<file path="src/rtl/input_conditioner_pkg.sv">
// -----------------------------------------------------------------------------
// input_conditioner_pkg
// Shared constants for the board-input conditioner and the peripheral block
// that samples its outputs.
//   N_SW / N_BTN / N_IPIN     : widths of the switch, button and input-pin buses
//   N_IN                      : total number of conditioned bits
//   DEFAULT_DEBOUNCE_CYCLES   : 5 ms at 100 MHz
// -----------------------------------------------------------------------------
package input_conditioner_pkg;

    localparam int N_SW  = 16;
    localparam int N_BTN = 5;
    localparam int N_IPIN = 4;
    localparam int N_IN  = N_SW + N_BTN + N_IPIN;

    localparam int DEFAULT_DEBOUNCE_CYCLES = 500_000;

endpackage : input_conditioner_pkg

</file>
<file path="src/rtl/input_conditioner_debounce_bit.sv">
// -----------------------------------------------------------------------------
// debounce_bit
// Two-flop synchroniser followed by a disagreement counter for one raw input.
// The stable level only moves after DEBOUNCE_CYCLES consecutive synchronised
// samples disagree with it; any agreeing sample discards the count.
// Ports:
//   clk      : system clock
//   rst_n    : asynchronous active-low reset
//   raw      : raw input, asynchronous to clk
//   stable   : debounced level (registered)
//   changed  : registered strobe, high for the cycle right after stable moved
// -----------------------------------------------------------------------------
module debounce_bit
    import input_conditioner_pkg::*;
#(
    parameter int DEBOUNCE_CYCLES = DEFAULT_DEBOUNCE_CYCLES,
    parameter int CNT_W           = $clog2(DEBOUNCE_CYCLES + 1)
) (
    input  logic clk,
    input  logic rst_n,
    input  logic raw,
    output logic stable,
    output logic changed
);

    // Terminal count: the disagreement that reaches this value is the last one.
    localparam logic [CNT_W-1:0] CNT_LAST = CNT_W'(DEBOUNCE_CYCLES - 1);

    logic             s1_r;
    logic             s2_r;
    logic             stable_r;
    logic             changed_r;
    logic [CNT_W-1:0] cnt_r;

    // Synchroniser, disagreement counter and stable level update.
    always_ff @(posedge clk or negedge rst_n) begin
        if (!rst_n) begin
            s1_r      <= 1'b0;
            s2_r      <= 1'b0;
            stable_r  <= 1'b0;
            changed_r <= 1'b0;
            cnt_r     <= {CNT_W{1'b0}};
        end else begin
            s1_r      <= raw;
            s2_r      <= s1_r;
            changed_r <= 1'b0;
            if (s2_r == stable_r) begin
                cnt_r <= {CNT_W{1'b0}};
            end else if (cnt_r == CNT_LAST) begin
                stable_r  <= s2_r;
                changed_r <= 1'b1;
                cnt_r     <= {CNT_W{1'b0}};
            end else begin
                cnt_r <= cnt_r + CNT_W'(1);
            end
        end
    end

    assign stable  = stable_r;
    assign changed = changed_r;

endmodule : debounce_bit

</file>
<file path="src/rtl/input_conditioner.sv">
// -----------------------------------------------------------------------------
// input_conditioner
// Synchronises and debounces the raw switches, buttons and input pins, and
// produces one-cycle rise/fall pulses for each debounced button.
// Ports:
//   clk, rst_n          : system clock, asynchronous active-low reset
//   sw_raw/btn_raw/ipin_raw : raw board inputs (asynchronous)
//   sw/btn/ipin         : debounced levels, straight from stable registers
//   btn_rise/btn_fall   : registered pulses, one cycle after btn changed
// -----------------------------------------------------------------------------
module input_conditioner
    import input_conditioner_pkg::*;
#(
    parameter int DEBOUNCE_CYCLES = DEFAULT_DEBOUNCE_CYCLES
) (
    input  logic              clk,
    input  logic              rst_n,
    input  logic [N_SW-1:0]   sw_raw,
    input  logic [N_BTN-1:0]  btn_raw,
    input  logic [N_IPIN-1:0] ipin_raw,
    output logic [N_SW-1:0]   sw,
    output logic [N_BTN-1:0]  btn,
    output logic [N_IPIN-1:0] ipin,
    output logic [N_BTN-1:0]  btn_rise,
    output logic [N_BTN-1:0]  btn_fall
);

    localparam int CNT_W = $clog2(DEBOUNCE_CYCLES + 1);

    logic [N_SW-1:0]   sw_stable_s;
    logic [N_BTN-1:0]  btn_stable_s;
    logic [N_IPIN-1:0] ipin_stable_s;
    logic [N_BTN-1:0]  btn_changed_s;
    // Change strobes of levels that have no edge outputs.
    logic [N_SW-1:0]   sw_changed_unused_s;
    logic [N_IPIN-1:0] ipin_changed_unused_s;
    logic [N_BTN-1:0]  btn_rise_r;
    logic [N_BTN-1:0]  btn_fall_r;

    for (genvar i = 0; i < N_SW; i++) begin : g_sw
        debounce_bit #(.DEBOUNCE_CYCLES(DEBOUNCE_CYCLES), .CNT_W(CNT_W)) u_db (
            .clk     (clk),
            .rst_n   (rst_n),
            .raw     (sw_raw[i]),
            .stable  (sw_stable_s[i]),
            .changed (sw_changed_unused_s[i])
        );
    end

    for (genvar i = 0; i < N_BTN; i++) begin : g_btn
        debounce_bit #(.DEBOUNCE_CYCLES(DEBOUNCE_CYCLES), .CNT_W(CNT_W)) u_db (
            .clk     (clk),
            .rst_n   (rst_n),
            .raw     (btn_raw[i]),
            .stable  (btn_stable_s[i]),
            .changed (btn_changed_s[i])
        );
    end

    for (genvar i = 0; i < N_IPIN; i++) begin : g_ipin
        debounce_bit #(.DEBOUNCE_CYCLES(DEBOUNCE_CYCLES), .CNT_W(CNT_W)) u_db (
            .clk     (clk),
            .rst_n   (rst_n),
            .raw     (ipin_raw[i]),
            .stable  (ipin_stable_s[i]),
            .changed (ipin_changed_unused_s[i])
        );
    end

    // Button edge pulses: the strobe marks a change, the new level gives direction.
    always_ff @(posedge clk or negedge rst_n) begin
        if (!rst_n) begin
            btn_rise_r <= {N_BTN{1'b0}};
            btn_fall_r <= {N_BTN{1'b0}};
        end else begin
            btn_rise_r <= btn_changed_s & btn_stable_s;
            btn_fall_r <= btn_changed_s & ~btn_stable_s;
        end
    end

    assign sw       = sw_stable_s;
    assign btn      = btn_stable_s;
    assign ipin     = ipin_stable_s;
    assign btn_rise = btn_rise_r;
    assign btn_fall = btn_fall_r;

endmodule : input_conditioner

</file>
<file path="config.mk">
export PLATFORM = sky130hd
export DESIGN_NAME = input_conditioner
export DESIGN_NICKNAME = d
export VERILOG_FILES = /design/src/rtl/input_conditioner_pkg.sv /design/src/rtl/input_conditioner_debounce_bit.sv /design/src/rtl/input_conditioner.sv
export SDC_FILE = /design/constraint.sdc
export NUM_CORES = 1
export LEC_CHECK = 0
export ABC_CLOCK_PERIOD_IN_PS = 2800
export CAP_MARGIN = 20
export CORE_MARGIN = 3
export CORE_UTILIZATION = 33
export DETAILED_ROUTE_END_ITERATION = 10
export SYNTH_ARGS = -nofsm -noshare
export SYNTH_HDL_FRONTEND = slang
export SYNTH_SLANG_ARGS = --single-unit
</file>
<file path="constraint.sdc">
create_clock -name clk -period 2.8 [get_ports clk]
set_input_delay 0.42 -clock clk [delete_from_list [all_inputs] [get_ports clk]]
set_output_delay 0.42 -clock clk [all_outputs]
set_load 0.03 [all_outputs]
</file>
### Word level (Yosys, flattened, before mapping)

Cells that the tools add are included.

* logic and storage cells: 295
* bits of input ports: 27
* register bits: 565
* output and inout bits: 35

* muxes and demuxes: 60
* equality and inequality tests: 50
* reductions and logical operators: 25
* bitwise logic cells: 28
* add/sub/neg operators: 25

Operators with widths (number)
* $mux 19: 50
* $add 19x1->19 const B: 25
* $eq 19x19->1 const B: 25
* $reduce_and 2->1: 25
* $eq 1x1->1: 25
* $not 1->1: 25
* $and 5x5->5: 2
* $mux 1: 10
* $not 5->5: 1

### Depth between registers and ports, before layout

* depth in word-level cells: 3
* mapped depth: 7
* mapped depth without buffers: 5

### Modules after synthesis

From an unflattened synthesis, not the netlist that was laid out.

* cell total of the unflattened synthesis: 2769
* area total of the unflattened synthesis: 27928.0 µm²

Modules (own cells, without submodules)
* debounce_bit (g_btn[0].u_db ...): times used 24, sequential area each 575.6 µm², area an instance 1103.6 µm², cells each 110
* debounce_bit (g_sw[9].u_db): times used 1, sequential area each 575.6 µm², area an instance 1129.8 µm², cells each 109
* input_conditioner: times used 1, sequential area each 250.2 µm², area an instance 312.8 µm², cells each 20

### Worst setup path before layout

OpenSTA, ideal clock, no wires.

* path kind: register to register
* from: register g_sw[5].u_db.cnt_r[11]
* to: register g_sw[5].u_db.stable_r
* arrival time: 1.907 ns
* path buffers: 0
* library setup time: 0.125 ns
* stages on the path, launching flop included: 5
* path slack: 0.768 ns
* data required time: 2.675 ns
* cells stage by stage: dfrtp_1 or4_1 or4_1 nor2_1 mux2_2

* longest elaborated chain between the ends: 2

Ends and longest elaborated chain
* start: declaration: RTL line input_conditioner_debounce_bit.sv:33 `logic [CNT_W-1:0] cnt_r;`
* start signal: assignment: RTL line input_conditioner_debounce_bit.sv:42 `cnt_r <= {CNT_W{1'b0}};`
* start signal: assignment: RTL line input_conditioner_debounce_bit.sv:48 `cnt_r <= {CNT_W{1'b0}};`
* start signal: assignment: RTL line input_conditioner_debounce_bit.sv:52 `cnt_r <= {CNT_W{1'b0}};`
* $eq 19x19->1: RTL line input_conditioner_debounce_bit.sv:49 `end else if (cnt_r == CNT_LAST) begin`
* $reduce_and 2->1 (no line)
* end signal: assignment: RTL line input_conditioner_debounce_bit.sv:50 `stable_r <= s2_r;`
* end: declaration: RTL line input_conditioner_debounce_bit.sv:31 `logic stable_r;`

Every way passes these cells.
A chain may end at the register's enable or synchronous reset.

### Worst setup path in the final report

* from: register g_sw[7].u_db.cnt_r[12]
* to: register g_sw[7].u_db.cnt_r[0]

* longest elaborated chain between the ends: 3

Ends and longest elaborated chain
* start: declaration: RTL line input_conditioner_debounce_bit.sv:33
* start signal: assignment: RTL line input_conditioner_debounce_bit.sv:42
* start signal: assignment: RTL line input_conditioner_debounce_bit.sv:48
* start signal: assignment: RTL line input_conditioner_debounce_bit.sv:52
* $eq 19x19->1: RTL line input_conditioner_debounce_bit.sv:49
* $mux 19: RTL line input_conditioner_debounce_bit.sv:49
* $mux 19: RTL line input_conditioner_debounce_bit.sv:47 `if (s2_r == stable_r) begin`

Every way passes these cells.

==> results.tsv <==
stage	metric	value	unit
outcome	outcome	completed	
die	die area	0.0844	sq mm
logic_synthesis	Synthesis Warnings	0	
worst_hold_path	worst hold path type	input pin to flop	
clock_tree	Num CTS Buffers	68	
sta	setup_tns	0	ns
clock_tree	post-CTS setup buffers	0	
final_layout	most common cell after layout, fill and taps aside	dfrtp_1	
final_layout	layout cell share with drive strength beyond 1	7.80	%
routing	WL/cell	13.1	um
sta	Hold Violations, Final	0	
routing	average vias per placed instance	4.89	
clock_tree	CTS tree	done	
sta	Pins Over Slew Limit	0	
clock_tree	CTS root buf	clkbuf_16	
worst_setup_path	CP Max Fanout	18	
logic_synthesis	Net Count, Synth	2697	
worst_setup_path	most frequent CP cell	or4_1	
worst_setup_path	Cell Chain, Critical Path	or4_1, or4_1, o21ai_4, nor2_1	
die	total core area	0.0796	sq mm
sta	Tightest Pin Transition	0.700	ns
routing	via count	18800	
worst_setup_path	Crit Path Class	flop to flop	
final_layout	commonest non-fill, non-tap cells in the layout	dfrtp_1 (565), nor2_1 (407), xnor2_1 (217)	
worst_setup_path	reg2reg end	g_sw[7].u_db.cnt_r[0]$_DFF_PN0_	
sta	FMAX	451	MHz
power_and_ir_drop	Peak VDD IR	0.000411	V
grt	largest net degree at the start of global routing	78	
worst_setup_path	Critical R2R Launch	g_sw[7].u_db.cnt_r[12]$_DFF_PN0_	
die	die width	291	um
worst_setup_path	CP Data Required Time	3.22	ns
final_layout	multi-input combinational cell area	0.0118	sq mm
power_and_ir_drop	P_leak	12.1	nW
logic_synthesis	Yosys reg bits	565	
die	I/O pin cnt	62	
die	Starting Density	33.6	%
clock_tree	worst-skew pair later-pin latency	0.58	ns
grt	vias in the first global route	18600	
logic_synthesis	post-synthesis area per instance	10.1	sq um
clock_tree	CTS Buffer Depth	3	
clock_tree	cts hold-fix bufs	1	
routing	DRT iter0 DRCs	1000	
grt	initial antenna violation count	0	
final_layout	Layout Cell Area excl Fill	0.0309	sq mm
grt	grt ovf	0	
placed_design	Final Wtd Congestion	0.789	
die	FP Rows	103	
clock_tree	# clock sinks	565	
worst_setup_path	CP Data Arrival Time	2.64	ns
worst_setup_path	crit path from	g_sw[7].u_db.cnt_r[12]$_DFF_PN0_	
sta	clk_skew	0.0226	ns
grt	first-pass GRT wire length	89.5	mm
placed_design	hpwl dp	32.8	mm
logic_synthesis	Post-synth top flop	dfrtp_1	
grt	GRT Util Overall	12.1	%
sta	Period Utilization, post-route	79.2	%
job	maxcap violations	0	
worst_setup_path	worst reg2reg path depth	4	
sta	minimum clock period	2.22	ns
final_layout	register area	0.0141	sq mm
routing	post-route ant nets	0	
final_layout	Final #Nets	2784	
worst_setup_path	Max stage delay on crit path	0.59	ns
final_layout	fill count	7855	
final_layout	Area Growth Syn to Fin	15.7	%
worst_setup_path	Setup crit end kind	flop	
worst_setup_path	Worst setup endpoint	g_sw[7].u_db.cnt_r[0]$_DFF_PN0_	
logic_synthesis	sequential share of the synthesized area	52.9	%
routing	final WL	50.1	mm
worst_setup_path	flop-to-flop setup slack	0.58	ns
sta	RSZ-0062 raised after global routing	false	
routing	DR DRC count	0	
routing	Pre-Repair DR Iteration Count	5	
logic_synthesis	number of flops mapped to enable cells by yosys	0	
logic_synthesis	Syn Std Cell Area	0.0267	sq mm
worst_setup_path	CP max stage cell	or4_1	
clock_tree	CTS clock-pin slew for the worst setup and hold paths	0.05	ns
die	Chip Height	291	um
clock_tree	H-tree levels	3	
placed_design	Placed Area	0.0286	sq mm
power_and_ir_drop	pwr/cell area	584	mW/mm^2
logic_synthesis	Gate Count Post-Synth	2645	
sta	setup violators final	0	
logic_synthesis	asr flop ratio synth	100	%
logic_synthesis	synth unique cells	48	
worst_setup_path	startpoint types	flop	
clock_tree	post_cts resized	0	
sta	Worst slew margin	53.0	%
placed_design	I/O Buffers	61	
per-layer routing:
layer,vias up,wire length [um],part of all wire (%),track usage [%]
met5,-,0,0,0
met1,9024,24700,49,16.5
met2,156,22100,44,18.9
met3,88,1880,3.8,2.90
li1,9489,-,-,-
met4,0,1390,2.8,3.80
logic make-up after synthesis:
| kind of cell | after synthesis | synth area share [%] |
|---|---|---|
| AND/OR/NAND/NOR | 1273 | 25.0 |
| flip-flops | 565 | 52.9 |
| XOR/XNOR | 336 | 11.0 |
| AO/OA/AOI/OAI | 253 | 5.87 |
| buffers and inverters | 168 | 2.97 |
| multiplexers | 25 | 1.05 |
| adder cells (fa/ha/maj) | 25 | 1.17 |
cell usage after synthesis, types with 27 or more instances:
library cell / n / share of area, %
xnor2_1: 217 / 7.1
inv_1: 84 / 1.2
nand4_1: 107 / 2.5
and4_1: 30 / 0.98
nor2_1: 407 / 5.7
nor3_1: 55 / 1.0
a21oi_1: 114 / 2.1
or3_1: 87 / 2.0
or4_1: 82 / 2.3
nand2_1: 147 / 2.1
nor4_1: 69 / 1.6
nand3_1: 164 / 3.1
buf_4: 28 / 0.79
dfrtp_1: 565 / 53
o31ai_1: 50 / 1.4
clkbuf_1: 34 / 0.48
o21ai_0: 62 / 1.2
xor2_1: 119 / 3.9
and2_1: 27 / 0.63
registers in the layout, summed over array words and instances (netlist names), 16 cells and up:
signal,count
g_ipin.u_db.cnt_r,76
g_sw.u_db.cnt_r,304
g_btn.u_db.cnt_r,95
g_sw.u_db.s1_r,16
g_sw.u_db.stable,16
g_sw.u_db.s2_r,16
power breakdown:
| group | internal (mW) | leakage [nW] | switching, mW |
|---|---|---|---|
| Clock | 5.65 | 1.14 | 3.43 |
| Sequential | 8.29 | 7.72 | 0.113 |
| Combinational | 0.185 | 3.27 | 0.371 |
cell type report:
class / instances / share of cell area (%)
clock inverter: 22 / 0.971
inverter: 84 / 1.02
multi-input combinational: 1912 / 38.1
clock buffer: 99 / 6.54
tap: 1050 / 4.25
timing repair buffer: 101 / 3.33
antenna: 1 / 0.00809
sequential: 565 / 45.7
metrics by stage:
stage	power, mW	worst slack (ns)	hold slack [ns]	instances	util, %
2_1_floorplan	8.80	0.768	0.124	2645	-
3_3_place_gp	9.13	0.620	0.333	3711	35.9
3_5_place_dp	9.13	0.561	0.335	3711	35.9
4_1_cts	18.5	0.545	0.209	3833	38.8
5_1_grt	18.9	0.396	0.218	3833	38.8
6_report	18.0	0.583	0.267	3834	38.8
how the worst min path moves through the flow:
stage	slack [ns]	cells after the start	from	to
4_1_cts	0.21	1	btn_raw[1]	g_btn[1].u_db.s1_r$_DFF_PN0_
3_5_place_dp	0.33	0	g_btn[4].u_db.s1_r$_DFF_PN0_	g_btn[4].u_db.s2_r$_DFF_PN0_
2_1_floorplan	0.12	0	rst_n	btn_fall[0]$_DFF_PN0_
5_1_grt	0.22	1	btn_raw[0]	g_btn[0].u_db.s1_r$_DFF_PN0_
3_3_place_gp	0.33	0	g_btn[3].u_db.s1_r$_DFF_PN0_	g_btn[3].u_db.s2_r$_DFF_PN0_
6_report	0.27	1	btn_raw[1]	g_btn[1].u_db.s1_r$_DFF_PN0_
worst max-delay path, delay by kind of cell, from the launching register on:
| family | cells | cell delay, ns |
|---|---|---|
| and+or+nand+nor | 3 | 1.20 |
| AOI/OAI and AO/OA | 1 | 0.44 |
| DFF | 1 | 0.42 |
Power figures use the tool's default switching activity.
